### src/rtl/spcpu_fetch_unit_pkg.sv
// Shared definitions for the halfword fetch unit: instruction-length
// encoding and the helper that classifies a first halfword.
package pkg_fetch;

    // A first halfword whose top three bits are all ones starts a 32-bit
    // instruction; anything else is a complete 16-bit instruction.
    localparam logic [15:0] LEN32_MASK  = 16'hE000;
    localparam logic [15:0] LEN32_MATCH = 16'hE000;

    function automatic logic is_32_bit(input logic [15:0] hi);
        return (hi & LEN32_MASK) == LEN32_MATCH;
    endfunction

endpackage

### src/rtl/spcpu_fetch_unit_if.sv
// Bus bundle between the fetch unit and its environment: redirect input,
// halfword memory read port and the instruction delivery handshake.
// The master modport is the fetch unit side, the slave modport the
// core/memory side.
interface spcpu_fetch_unit_if #(
    parameter int ADDR_W = 16
);
    logic              redirect_valid;
    logic [ADDR_W-1:0] redirect_pc;

    logic              mem_req;
    logic [ADDR_W-1:0] mem_addr;
    logic              mem_ack;
    logic [15:0]       mem_rdata;

    logic              instr_valid;
    logic              instr_ready;
    logic [15:0]       instr_hi;
    logic [15:0]       instr_lo;
    logic              instr_is_32;
    logic [ADDR_W-1:0] instr_pc;

    modport master (
        input  redirect_valid, redirect_pc,
        output mem_req, mem_addr,
        input  mem_ack, mem_rdata,
        output instr_valid,
        input  instr_ready,
        output instr_hi, instr_lo, instr_is_32, instr_pc
    );

    modport slave (
        output redirect_valid, redirect_pc,
        input  mem_req, mem_addr,
        output mem_ack, mem_rdata,
        input  instr_valid,
        output instr_ready,
        input  instr_hi, instr_lo, instr_is_32, instr_pc
    );

endinterface

### src/rtl/spcpu_fetch_queue.sv
// Circular halfword queue with per-entry address tags. Supports one push
// and a pop of one or two entries per cycle; flush empties it at once.
// Entry storage is not reset: the occupancy count decides what is visible.
module spcpu_fetch_queue #(
    parameter int ADDR_W = 16,
    parameter int DEPTH  = 4
) (
    input  logic                         clk,
    input  logic                         reset,
    input  logic                         flush,
    input  logic                         push,
    input  logic [ADDR_W-1:0]            push_addr,
    input  logic [15:0]                  push_data,
    input  logic                         pop1,
    input  logic                         pop2,
    output logic [ADDR_W-1:0]            head_addr,
    output logic [15:0]                  head_data,
    output logic [15:0]                  next_data,
    output logic [$clog2(DEPTH+1)-1:0]   count
);
    localparam int PTR_W = $clog2(DEPTH);
    localparam int CNT_W = $clog2(DEPTH + 1);

    logic [ADDR_W-1:0] addr_q [DEPTH];
    logic [15:0]       data_q [DEPTH];
    logic [PTR_W-1:0]  rd_ptr;
    logic [PTR_W-1:0]  wr_ptr;
    logic [CNT_W-1:0]  pop_cnt;

    assign pop_cnt   = pop2 ? CNT_W'(2) : CNT_W'(pop1);
    assign head_addr = addr_q[rd_ptr];
    assign head_data = data_q[rd_ptr];
    assign next_data = data_q[rd_ptr + PTR_W'(1)];

    // Tail write of the returned halfword and its address tag.
    always_ff @(posedge clk) begin
        if (push) begin
            addr_q[wr_ptr] <= push_addr;
            data_q[wr_ptr] <= push_data;
        end
    end

    // Pointer and occupancy update; power-of-two depth lets pointers wrap freely.
    always_ff @(posedge clk) begin
        if (reset || flush) begin
            rd_ptr <= '0;
            wr_ptr <= '0;
            count  <= '0;
        end else begin
            if (push)
                wr_ptr <= wr_ptr + PTR_W'(1);
            if (pop2)
                rd_ptr <= rd_ptr + PTR_W'(2);
            else if (pop1)
                rd_ptr <= rd_ptr + PTR_W'(1);
            count <= count + CNT_W'(push) - pop_cnt;
        end
    end

endmodule

### src/rtl/spcpu_fetch_unit.sv
// Halfword instruction fetch unit: issues one outstanding halfword read at
// a time, collects responses in a tagged queue and presents complete 16- or
// 32-bit instructions on a valid/ready handshake. Redirects flush the queue
// and mark an in-flight response as stale so it is dropped on arrival.
// Optional build macro SPCPU_FETCH_PERF_CNT_EN adds the fetch_stall_cnt
// output counting cycles the consumer was ready but no instruction was.
module spcpu_fetch_unit
    import pkg_fetch::*;
#(
    parameter int              ADDR_W   = 16,
    parameter int              DEPTH    = 4,
    parameter logic [ADDR_W-1:0] RESET_PC = ADDR_W'(16'h8000)
) (
    input  logic                clk,
    input  logic                reset,
    spcpu_fetch_unit_if.master  bus
`ifdef SPCPU_FETCH_PERF_CNT_EN
    ,
    output logic [31:0]         fetch_stall_cnt
`endif
);
    localparam int CNT_W = $clog2(DEPTH + 1);

    logic [ADDR_W-1:0] fetch_pc;
    logic [ADDR_W-1:0] req_addr;
    logic              pending;
    logic              stale;
    logic              redirect;
    logic              head_is_32;
    logic              instr_avail;
    logic              pop;
    logic              issue;
    logic              ack_accept;
    logic              q_push;
    logic              q_pop1;
    logic              q_pop2;
    logic [ADDR_W-1:0] head_addr;
    logic [15:0]       head_data;
    logic [15:0]       next_data;
    logic [CNT_W-1:0]  q_count;
    logic [CNT_W-1:0]  count_after_pop;
    logic              unused_redirect_lsb;

    assign redirect            = bus.redirect_valid;
    assign unused_redirect_lsb = bus.redirect_pc[0];

    // Head decode and delivery: a 32-bit head needs both halfwords present;
    // redirect and reset hide the head for the cycle.
    always_comb begin
        head_is_32      = (q_count != '0) && is_32_bit(head_data);
        instr_avail     = head_is_32 ? (q_count >= CNT_W'(2)) : (q_count != '0);
        bus.instr_valid = instr_avail && !redirect && !reset;
        pop             = bus.instr_valid && bus.instr_ready;
        q_pop1          = pop && !head_is_32;
        q_pop2          = pop && head_is_32;
        bus.instr_is_32 = head_is_32;
        bus.instr_hi    = (q_count != '0) ? head_data : 16'h0000;
        bus.instr_lo    = (head_is_32 && (q_count >= CNT_W'(2))) ? next_data : 16'h0000;
        bus.instr_pc    = (q_count != '0) ? head_addr : fetch_pc;
    end

    // Request side: a new read goes out when nothing is in flight and the
    // queue has room once this cycle's pop is taken into account. An
    // in-flight request keeps its original address even after a redirect.
    always_comb begin
        count_after_pop = q_count - (q_pop2 ? CNT_W'(2) : CNT_W'(q_pop1));
        issue           = !pending && !redirect && !reset
                          && (count_after_pop < CNT_W'(DEPTH));
        bus.mem_req     = !reset && (pending || issue);
        bus.mem_addr    = pending ? req_addr : fetch_pc;
        ack_accept      = bus.mem_ack && bus.mem_req;
        q_push          = ack_accept && !stale && !redirect;
    end

    // Fetch control: outstanding flag, stale marker and fetch address.
    always_ff @(posedge clk) begin
        if (reset) begin
            pending  <= 1'b0;
            stale    <= 1'b0;
            fetch_pc <= RESET_PC;
        end else begin
            pending <= bus.mem_req && !bus.mem_ack;
            if (redirect) begin
                fetch_pc <= {bus.redirect_pc[ADDR_W-1:1], 1'b0};
                stale    <= pending && !bus.mem_ack;
            end else if (ack_accept) begin
                stale <= 1'b0;
                if (!stale)
                    fetch_pc <= fetch_pc + ADDR_W'(2);
            end
        end
    end

    // Capture the address of a newly issued request so it holds until ack.
    always_ff @(posedge clk) begin
        if (issue)
            req_addr <= fetch_pc;
    end

    spcpu_fetch_queue #(
        .ADDR_W (ADDR_W),
        .DEPTH  (DEPTH)
    ) u_queue (
        .clk       (clk),
        .reset     (reset),
        .flush     (redirect),
        .push      (q_push),
        .push_addr (bus.mem_addr),
        .push_data (bus.mem_rdata),
        .pop1      (q_pop1),
        .pop2      (q_pop2),
        .head_addr (head_addr),
        .head_data (head_data),
        .next_data (next_data),
        .count     (q_count)
    );

`ifdef SPCPU_FETCH_PERF_CNT_EN
    // Saturating count of cycles the consumer waited on an instruction.
    always_ff @(posedge clk) begin
        if (reset)
            fetch_stall_cnt <= '0;
        else if (bus.instr_ready && !bus.instr_valid && (fetch_stall_cnt != '1))
            fetch_stall_cnt <= fetch_stall_cnt + 32'd1;
    end
`endif

endmodule

### src/flat_wrapper.sv
// flat-port wrapper written by rule: the top's interface ports become plain ports
module spcpu_fetch_unit_flat import pkg_fetch::*;
#(
    parameter int              ADDR_W   = 16,
    parameter int              DEPTH    = 4,
    parameter logic [ADDR_W-1:0] RESET_PC = ADDR_W'(16'h8000)
)
  (clk, reset, bus_redirect_valid, bus_redirect_pc, bus_mem_req, bus_mem_addr, bus_mem_ack, bus_mem_rdata, bus_instr_valid, bus_instr_ready, bus_instr_hi, bus_instr_lo, bus_instr_is_32, bus_instr_pc);
  spcpu_fetch_unit_if #(.ADDR_W(ADDR_W)) bus_i ();
  input  logic clk;
  input  logic reset;
  input wire logic [$bits(bus_i.redirect_valid)-1:0] bus_redirect_valid;
  input wire logic [$bits(bus_i.redirect_pc)-1:0] bus_redirect_pc;
  output wire logic [$bits(bus_i.mem_req)-1:0] bus_mem_req;
  output wire logic [$bits(bus_i.mem_addr)-1:0] bus_mem_addr;
  input wire logic [$bits(bus_i.mem_ack)-1:0] bus_mem_ack;
  input wire logic [$bits(bus_i.mem_rdata)-1:0] bus_mem_rdata;
  output wire logic [$bits(bus_i.instr_valid)-1:0] bus_instr_valid;
  input wire logic [$bits(bus_i.instr_ready)-1:0] bus_instr_ready;
  output wire logic [$bits(bus_i.instr_hi)-1:0] bus_instr_hi;
  output wire logic [$bits(bus_i.instr_lo)-1:0] bus_instr_lo;
  output wire logic [$bits(bus_i.instr_is_32)-1:0] bus_instr_is_32;
  output wire logic [$bits(bus_i.instr_pc)-1:0] bus_instr_pc;
  assign bus_i.redirect_valid = bus_redirect_valid;
  assign bus_i.redirect_pc = bus_redirect_pc;
  assign bus_mem_req = bus_i.mem_req;
  assign bus_mem_addr = bus_i.mem_addr;
  assign bus_i.mem_ack = bus_mem_ack;
  assign bus_i.mem_rdata = bus_mem_rdata;
  assign bus_instr_valid = bus_i.instr_valid;
  assign bus_i.instr_ready = bus_instr_ready;
  assign bus_instr_hi = bus_i.instr_hi;
  assign bus_instr_lo = bus_i.instr_lo;
  assign bus_instr_is_32 = bus_i.instr_is_32;
  assign bus_instr_pc = bus_i.instr_pc;
  spcpu_fetch_unit #(.ADDR_W(ADDR_W), .DEPTH(DEPTH), .RESET_PC(RESET_PC)) u_core (.clk(clk), .reset(reset), .bus(bus_i));
endmodule
### config.mk
export PLATFORM = sky130hd
export DESIGN_NAME = spcpu_fetch_unit_flat
export DESIGN_NICKNAME = d
export VERILOG_FILES = /design/src/rtl/spcpu_fetch_unit_pkg.sv /design/src/rtl/spcpu_fetch_unit_if.sv /design/src/rtl/spcpu_fetch_queue.sv /design/src/rtl/spcpu_fetch_unit.sv /design/src/flat_wrapper.sv
export SDC_FILE = /design/constraint.sdc
export NUM_CORES = 1
export LEC_CHECK = 0
export BUFFER_PORTS_ARGS = -buffer_cell sky130_fd_sc_hd__buf_2
export CORE_ASPECT_RATIO = 1.75
export CORE_MARGIN = 5
export CORE_UTILIZATION = 50
export DETAILED_ROUTE_END_ITERATION = 6
export PLACE_DENSITY = 0.71
export RECOVER_POWER = 25
export SLEW_MARGIN = 20
export SYNTH_ARGS = -nofsm -noshare
export SYNTH_HDL_FRONTEND = slang
export SYNTH_SLANG_ARGS = --single-unit
### constraint.sdc
create_clock -name clk -period 13.1 [get_ports clk]
set_input_delay 1.965 -clock clk [delete_from_list [all_inputs] [get_ports clk]]
set_output_delay 1.965 -clock clk [all_outputs]
set_load 0.01 [all_outputs]
==> results.txt, run 1 <==
----------------------------------------------------
[Timing]
  Worst Tran Pin Value ... 1050 ps
  Maximum clock rate ... between 0.15 and 0.2 GHz
  Count of pins over their slew limit ... 0
  Worst-case hold slack ... 486 ps
  Worst relative slew slack ... 29.8%
  Total negative setup slack ... 0 ps
  Period Utilization, post-route ... 49.7%
  Endpoints failing setup ... 0
  Number of endpoints with negative hold slack in the final report ... 0
  RSZ-0062 raised after global routing ... false
  Min Tclk post-route ... 6510 ps
  Largest clock skew in the final design ... 8.59 ps

[Setup path]
  CP startpoint ... reset
  Data required time at the worst endpoint ... around 11,000 ps
  Crit path buf inv count ... 2
  Register-to-register path setup slack ... roughly 7800 ps
  Critical-path top delay cell ... or4_4
  Arrival time of the worst setup path ... 4550 ps
  Most used cell along the critical path ... buf_2
  Crit path depth ... 9
  Kind of end point of the critical path ... output pin
  Maximum fanout along the worst path ... 12
  Endpoint of the lowest-slack register-to-register path ... u_core.u_queue.count[2]$_SDFF_PP0_
  Category of the most critical setup path ... in -> out
  Kind of cell adding the most delay to the critical path ... simple AND/OR/NAND/NOR gates
  Maximum cell stage delay along the critical path ... between 500 and 600 ps
  Cell breakdown of the critical path ... buf_2, or3b_4, or3_1, ha_1, or4_4, o211ai_1, nor2_1, o21ai_0, buf_2
  Worst R2R Path Depth ... 16
  Crit path launch type ... input port
  Capturing instance or port of the critical path ... bus_mem_req

[Placed design]
  Final weighted congestion of routability-driven global placement ... between 0.8 and 0.9
  Cell area after placement ... slightly above 0.008 sq mm
  Total of buffers placed on input and output ports ... 100
  Half-perimeter wire length after placement ... about 11,000 um

[Power and ir drop]
  Power Total ... 1.14 mW
  Static leakage ... 3.08 nW
  Power density over the cells ... 129 mW/mm^2
  Maximum resistive drop on vdd ... 92.8 uV

[Die]
  Die Outline Area ... ~0.018 sq mm
  Horizontal die dimension ... 103 um
  Top-level port count ... 104
  Std-Cell Rows ... between 50 and 60
  Placeable Area ... around 0.015 sq mm
  Starting density of the core ... 50.7%
  DIE HEIGHT ... between 150 and 200 um

[Routing]
  Via density per instance ... 5.87
  Routed WL ... 16,400 um
  # DRC ... 0
  Iteration-0 DRC count of the detailed router ... about 270
  Via count ... approximately 4,500
  Wire length per cell ... 21.5 um
  Antenna Nets Post-Route ... 0
  Count of TritonRoute iterations in the first routing pass ... 5

[Clocking]
  Clock latency on the worst-skew pair ... approximately 420 ps
  Count of hold buffers inserted by post-cts repair ... 0
  Number of sinks handled by clock tree synthesis ... approximately 170
  Number of gates resized after CTS ... 0
  H-tree levels ... 4
  Post-CTS setup repair buffer count ... 0
  Cts bufs inserted ... 17
  CTS tree ... done
  Clock-pin slew on the worst setup and hold paths ... 60 ps
  CTS Root Cell ... clkbuf_16
  Bufs on Longest Clock Path ... 2

[Synthesis]
  Post-Synthesis Cells ... 471
  Number of synthesized register bits ... 165
  Sequential area share after synthesis ... 62.7%
  Top FF cell, synth ... edfxtp_1
  Mean Syn Cell Area ... 15.9 sq um
  Share of synthesized registers carrying an async set or reset ... 0%
  Cell variety after synth ... 53
  Area of the mapped netlist ... roughly 0.0075 sq mm
  Number of enable-type register cells in the synthesized netlist ... 139
  Number of synthesis warnings ... 0

[Layout]
  Layout cells sized above 1 ... 36.3%
  Final antenna diode count ... 0
  Core utilization of the finished layout ... about 60%
  Final Instance Area ... 0.00884 sq mm
  Area Growth Syn to Fin ... 18.0%
  Number of fill cells ... 1,164
  Final-stage net count ... 616

[Outcome]
  Result of the run ... finished, final reports clean

[Global route]
  Total global routing track utilization ... a little under 20%
  Pin count of the biggest net entering global routing ... 32
  Via count of the first global-routing pass ... 4,807
  Grt total ovfl ... 0
  Antenna violations before repair ... 0
  Global-route wire length before repair ... 25,700 um

[Run]
  Number of max-capacitance violations reported ... 0

[Min path]
  Hold Crit Class ... reg -> reg

----------------------------------------------------
worst min-delay path by stage:
| stage | from | to | cells past startpoint | slack, ps |
|---|---|---|---|---|
| finish | u_core.stale$_SDFFE_PP0P_ | u_core.stale$_SDFFE_PP0P_ | 2 | 490 |
| global route | u_core.stale$_SDFFE_PP0P_ | u_core.stale$_SDFFE_PP0P_ | 2 | 510 |
| CTS | u_core.stale$_SDFFE_PP0P_ | u_core.stale$_SDFFE_PP0P_ | 2 | 480 |
| detailed placement | u_core.stale$_SDFFE_PP0P_ | u_core.stale$_SDFFE_PP0P_ | 2 | 470 |
| global placement | u_core.stale$_SDFFE_PP0P_ | u_core.stale$_SDFFE_PP0P_ | 2 | 460 |
| floorplan | u_core.stale$_SDFFE_PP0P_ | u_core.stale$_SDFFE_PP0P_ | 2 | 450 |
flip-flops by register name, indices dropped and copies added (netlist names), named ones only:
name / count
u_core.u_queue.data_q: 64
u_core.u_queue.addr_q: 60
u_core.fetch_pc: 15
u_core.req_addr: 15
u_core.u_queue.count: 3
u_core.u_queue.rd_ptr: 2
u_core.u_queue.wr_ptr: 2
u_core.pending: 1
u_core.stale: 1
per-stage QoR:
| stage | setup slack (ps) | std cells |
|---|---|---|
| after floorplan | 7120 | 472 |
| after global placement | 6680 | 731 |
| after detailed placement | 6630 | 731 |
| after CTS | 6610 | 762 |
| after global routing | 6500 | 765 |
| final | 6590 | 765 |
worst reg2reg max path, stage by stage, from the launching register on:
cell	delay, ps
dfxtp_2	940
mux4_2	490
nand3_1	190
or3_1	390
ha_1	250
or4_4	550
mux2_2	310
nand2_1	200
nand3_1	410
ha_1	480
inv_1	60
ha_1	140
inv_1	60
fa_1	370
xnor2_1	190
xnor2_1	130
nor2_1	50
layer usage:
layer	vias to the layer above	track usage [%]	wire (um)
li1	2067	-	-
met2	140	35.8	9340
met3	16	3.31	796
met4	0	7.71	257
met5	-	0	0
met1	2267	22.4	6010
report_power, final:
group / total, mW / leakage, nW / switching, mW / internal, mW
logic: 0.0571 / 1.31 / 0.0333 / 0.0238
registers: 0.590 / 1.48 / 0.00936 / 0.580
clock network: 0.497 / 0.290 / 0.211 / 0.286
total: 1.14 / 3.08 / 0.254 / 0.890
area by class of cell:
cell class	instances	area, sq um	share of cell area (%)
inverters	14	52.6	0.595
flip-flops and latches	165	4700	53.2
multi-input cells	265	2670	30.2
clock inverters	14	168	1.90
repair buffers	107	599	6.78
well taps	183	229	2.59
clock buffers	17	425	4.81
Yosys cell counts (2+ instances only):
| cell | instances | share of area [%] |
|---|---|---|
| a21oi_1 | 6 | 0.40 |
| a311oi_1 | 7 | 0.82 |
| and2_1 | 3 | 0.25 |
| and3_1 | 4 | 0.33 |
| buf_1 | 2 | 0.10 |
| buf_2 | 3 | 0.20 |
| buf_4 | 2 | 0.20 |
| clkbuf_1 | 20 | 1.0 |
| dfxtp_1 | 26 | 7.0 |
| edfxtp_1 | 139 | 56 |
| ha_1 | 8 | 1.3 |
| inv_1 | 13 | 0.65 |
| mux2_2 | 30 | 4.5 |
| mux4_2 | 47 | 14 |
| nand2_1 | 11 | 0.55 |
| nand3_1 | 10 | 0.67 |
| nand4_1 | 7 | 0.58 |
| nor2_1 | 26 | 1.3 |
| nor2b_1 | 35 | 2.9 |
| nor3_1 | 4 | 0.27 |
| nor4b_1 | 2 | 0.23 |
| o2111a_1 | 4 | 0.60 |
| o21ai_0 | 8 | 0.53 |
| o21ai_1 | 9 | 0.60 |
| o31ai_1 | 6 | 0.60 |
| or3_1 | 7 | 0.58 |
| or4_1 | 4 | 0.40 |
| xnor2_1 | 3 | 0.35 |
layout by cell type, fill, tap and decap left out, types with 5 or more instances in the layout:
master     netlist  layout
nand4_1          7       7
or3_1            7       7
ha_1             8       8
mux2_2          30      16
nand3_1         10      10
inv_1           13      13
clkbuf_1        20       5
nor2_1          26      22
mux2_1           0      14
a21oi_1          6       6
buf_2            3      95
a311oi_1         7       7
mux4_2          47      47
nand2_1         11      11
o21ai_1          9       9
nor2b_1         35      35
o31ai_1          6       6
o21ai_0          8       7
edfxtp_1       139     139
dfxtp_1         26      24
clkbuf_16        0      17
cells by family after synthesis:
group | Yosys count | share of synthesized area (%)
flops | 165 | 62.7
other cells | 1 | 0.0501
fa+ha+maj | 9 | 1.60
compound gates | 50 | 4.75
simple gates | 121 | 9.01
xor+xnor | 4 | 0.468
mux | 79 | 19.1
buf+inv | 42 | 2.36
Note: power is estimated with default switching activity, not from simulation.
==> run 2: changes to the inputs <==
ABC_AREA = 1   (was default)
PLACE_DENSITY = 0.74   (was 0.71)
clock period = 5.8 ns   (was 13.1 ns; I/O delays follow)
==> run 2 against run 1 <==
Area after synthesis is 2.2% higher. Combinational power rose by 98%. Register-to-register slack got worse by 6500 ps. Via count rose by 28%. Non-clock buffer count is 5 higher. Clock-buffer cell count up 2. Sequential power rose by 120%. Cell area hardly changed. Cell count up 39%. Synthesized cell count up 65%. Flip-flop and latch count unchanged. Sequential share of layout area down 0.052 points.
==> results.txt, run 2 <==
----------------------------------------------------
[Placed design]
  Total of buffers placed on input and output ports ... 100 (unchanged)
  Final weighted congestion of routability-driven global placement ... 0.821 (was 0.871)
  Cell area after placement ... 0.00829 sq mm (was 0.00817 sq mm)
  Placed cell count ... 1,031 (was 731)
  Half-perimeter wire length after placement ... 11,500 um (was 10,800 um)
  DP Worst Slack ... 938 ps (was 6630 ps)

[Synthesis]
  Area of the mapped netlist ... 0.00765 sq mm (was 0.00749 sq mm)
  Mux cell area share after synthesis ... 0% (was 19.1%)
  Main combinational cell family by area after synthesis ... simple AND/OR/NAND/NOR gates (was multiplexers)
  Cell taking the most area after synthesis ... edfxtp_1 (unchanged)
  Number of synthesized register bits ... 165 (unchanged)
  Post-Synthesis Cells ... 778 (was 471)
  Sequential area share after synthesis ... 61.3% (was 62.7%)
  Cell variety after synth ... 38 (was 53)
  Mean Syn Cell Area ... 9.84 sq um (was 15.9 sq um)
  Number of synthesis warnings ... 0 (unchanged)
  Post-synthesis xor/xnor area fraction ... 1.60% (was 0.468%)
  Top FF cell, synth ... edfxtp_1 (unchanged)
  Most numerous cell in the Yosys netlist ... nand2_1 (was edfxtp_1)
  Number of enable-type register cells in the synthesized netlist ... 139 (unchanged)
  Cell types with the largest area share after synthesis ... edfxtp_1 (55%), nand2_1 (7.5%), dfxtp_1 (6.8%), o21ai_0 (6.8%), nor2_1 (3.8%) (was edfxtp_1 (56%), mux4_2 (14%), dfxtp_1 (7.0%), mux2_2 (4.5%), nor2b_1 (2.9%))
  Post-synth top cells ... nand2_1 (153), edfxtp_1 (139), o21ai_0 (104) (was edfxtp_1 (139), mux4_2 (47), nor2b_1 (35))
  Simple-gate share of the synthesized area ... 15.9% (was 9.01%)
  Share of synthesized registers carrying an async set or reset ... 0% (unchanged)
  Post-synthesis adder-cell area fraction ... 1.57% (was 1.60%)
  Portion of synthesized cell area occupied by the leading cell type ... 54.5% (was 55.7%)
  Post-synthesis compound-gate area fraction ... 13.6% (was 4.75%)

[Power and ir drop]
  Static leakage ... 3.35 nW (was 3.08 nW)
  Power Total ... 2.52 mW (was 1.14 mW)
  Power density over the cells ... 284 mW/mm^2 (was 129 mW/mm^2)
  Maximum resistive drop on vdd ... 221 uV (was 92.8 uV)

[Layout]
  Final Instance Area ... 0.00884 sq mm (about the same)
  Number of flip-flops in the largest register ... 64 (unchanged)
  Most frequent standard cell in the layout excluding fill and tap cells ... nand2_1 (was edfxtp_1)
  Number of fill cells ... 1,340 (was 1,164)
  Area Growth Syn to Fin ... 15.5% (was 18.0%)
  Layout Cells excl Fill ... 1,062 (was 765)
  Largest registers ranked by flip-flop count ... u_core.u_queue.data_q (64), u_core.u_queue.addr_q (60) (unchanged)
  Final-stage net count ... 910 (was 616)
  Layout cells sized above 1 ... 16.1% (was 36.3%)
  Commonest cells after routing, fill and taps aside ... nand2_1 (153), edfxtp_1 (139), o21ai_0 (104) (was edfxtp_1 (139), buf_2 (95), mux4_2 (47))
  Core utilization of the finished layout ... 58.0% (was 59.8%)
  Register with the most flip-flops ... u_core.u_queue.data_q (unchanged)

[Timing]
  Worst-case setup margin in the final layout ... 1230 ps (was 6590 ps)
  Largest clock skew in the final design ... 11.6 ps (was 8.59 ps)
  Number of endpoints with negative hold slack in the final report ... 0 (unchanged)
  Period Utilization, post-route ... 78.8%
  Min Tclk post-route ... 4570 ps
  Total negative setup slack ... 0 ps (unchanged)
  Endpoints failing setup ... 0 (unchanged)
  RSZ-0062 raised after global routing ... false (unchanged)
  Worst Tran Pin Value ... 1030 ps (was 1050 ps)
  Worst-case hold slack ... 459 ps (was 486 ps)
  Count of pins over their slew limit ... 0 (unchanged)
  Maximum clock rate ... 0.219 GHz
  Worst relative slew slack ... 31.3% (was 29.8%)

[Clocking]
  Clock latency on the worst-skew pair ... 410 ps (was 420 ps)
  Clock-pin slew on the worst setup and hold paths ... 60 ps (about the same)
  Cts bufs inserted ... 17 (unchanged)
  Bufs on Longest Clock Path ... 2 (unchanged)
  Number of gates resized after CTS ... 0 (unchanged)
  Count of hold buffers inserted by post-cts repair ... 0 (unchanged)
  CTS Root Cell ... clkbuf_16 (unchanged)
  Number of sinks handled by clock tree synthesis ... 165 (unchanged)
  H-tree levels ... 4 (unchanged)
  CTS tree ... done (unchanged)
  Post-CTS setup repair buffer count ... 0 (unchanged)

[Global route]
  Pin count of the biggest net entering global routing ... 45 (was 32)
  Total global routing track utilization ... 19.6% (about the same)
  Global-route wire length before repair ... 28,100 um (was 25,700 um)
  Via count of the first global-routing pass ... 5,678 (was 4,807)
  Antenna violations before repair ... 1 (was 0)
  Grt total ovfl ... 0 (unchanged)

[Setup path]
  Maximum cell stage delay along the critical path ... 570 ps (was 550 ps)
  Data required time at the worst endpoint ... 6140 ps (was 11,140 ps)
  Cell breakdown of the critical path ... buf_4, nand2_1, nand3_1, nand2_1, nand3_2, nor2_1, a211oi_1, nand3_1, ha_1, inv_1, o21bai_2, nand3_1, nand3_2, nand2_4, nand2_1, inv_2, nand4_2, ha_1, inv_1, ha_1, inv_1, fa_1, or2_2, a21oi_1 (was buf_2, or3b_4, or3_1, ha_1, or4_4, o211ai_1, nor2_1, o21ai_0, buf_2)
  Arrival time of the worst setup path ... 4910 ps (was 4550 ps)
  Register-to-register path setup slack ... 1230 ps (was 7780 ps)
  Maximum fanout along the worst path ... 27 (was 12)
  Endpoint of the lowest-slack register-to-register path ... u_core.u_queue.count[2]$_SDFF_PP0_ (unchanged)
  Category of the most critical setup path ... reg -> reg (was in -> out)
  Crit path launch type ... flop (was input port)
  Worst R2R Path Depth ... 24 (was 16)
  Kind of end point of the critical path ... flop (was output pin)
  Crit path buf inv count ... 5 (was 2)
  Kind of cell adding the most delay to the critical path ... simple AND/OR/NAND/NOR gates (unchanged)
  Critical-path top delay cell ... dfxtp_2 (was or4_4)

[Die]
  Horizontal die dimension ... 104 um (was 103 um)
  Top-level port count ... 104 (unchanged)
  Die Outline Area ... 0.0180 sq mm (was 0.0176 sq mm)
  DIE HEIGHT ... 174 um (was 172 um)
  Std-Cell Rows ... 60 (was 59)
  Placeable Area ... 0.0152 sq mm (was 0.0148 sq mm)
  Starting density of the core ... 50.2% (was 50.7%)

[Routing]
  Routed WL ... 17,600 um (was 16,400 um)
  # DRC ... 0 (unchanged)
  Iteration-0 DRC count of the detailed router ... 370 (was 266)
  Wire length per cell ... 16.6 um (was 21.5 um)
  Count of TritonRoute iterations in the first routing pass ... 5 (unchanged)
  Via count ... 5,731 (was 4,490)
  Antenna Nets Post-Route ... 0 (unchanged)
  Via density per instance ... 5.40 (was 5.87)

[Run]
  Number of max-capacitance violations reported ... 0 (unchanged)

[Min path]
  Hold Crit Class ... reg -> reg (unchanged)
  Start point of the worst min-delay path ... u_core.fetch_pc[15]$_SDFFE_PP1P_ (was u_core.stale$_SDFFE_PP0P_)
  Hold path endpoint ... u_core.req_addr[15]$_DFFE_PP_ (was u_core.stale$_SDFFE_PP0P_)
  Min-Delay Path Depth ... 0 (was 2)

[Outcome]
  Result of the run ... finished, final reports clean (unchanged)

----------------------------------------------------
## run 2: worst max path at each step
stage / from / to / slack [ps] / depth (start not counted)
3_5_place_dp: bus_redirect_valid / u_core.u_queue.count[2]$_SDFF_PP0_ / 940 / 21
5_1_grt: flop / u_core.u_queue.count[2]$_SDFF_PP0_ / 780 / 25
3_3_place_gp: bus_redirect_valid / u_core.u_queue.count[2]$_SDFF_PP0_ / 1040 / 21
2_1_floorplan: reset / u_core.u_queue.addr_q[0][10]$_DFFE_PP_ / 980 / 15
4_1_cts: flop / u_core.u_queue.count[2]$_SDFF_PP0_ / 1210 / 24
6_report: flop / u_core.u_queue.count[2]$_SDFF_PP0_ / 1230 / 24
## run 2: cell families after synthesis
group | Yosys count
AND/OR/NAND/NOR | 288
other | 1
buffers and inverters | 113
AO/OA/AOI/OAI | 188
XOR/XNOR | 14
flip-flops | 165
adder cells (fa/ha/maj) | 9
## run 2: area by class of cell
| class | instances | area, sq um | area share [%] |
|---|---|---|---|
| inverters | 67 | 251 | 2.84 |
| clock inverters | 11 | 136 | 1.54 |
| well taps | 186 | 233 | 2.63 |
| clock buffers | 19 | 433 | 4.90 |
| flip-flops and latches | 165 | 4700 | 53.1 |
| repair buffers | 112 | 571 | 6.45 |
| multi-input cells | 501 | 2520 | 28.5 |
| diodes | 1 | 2.50 | 0.0283 |
## run 2: layer usage
metal	vias to the layer above	share of wire, %	GRT usage (%)
li1	2855	-	-
met1	2651	36	20.3
met2	201	56	37.1
met3	24	5.8	3.80
met4	0	2.1	9.52
met5	-	0	0
## run 2: power by group
part / internal [mW] / total (mW) / leakage, nW / switching (mW)
combinational: 0.0368 / 0.113 / 1.61 / 0.0759
sequential: 1.30 / 1.32 / 1.47 / 0.0127
clock: 0.667 / 1.09 / 0.274 / 0.419
total: 2.01 / 2.52 / 3.35 / 0.508
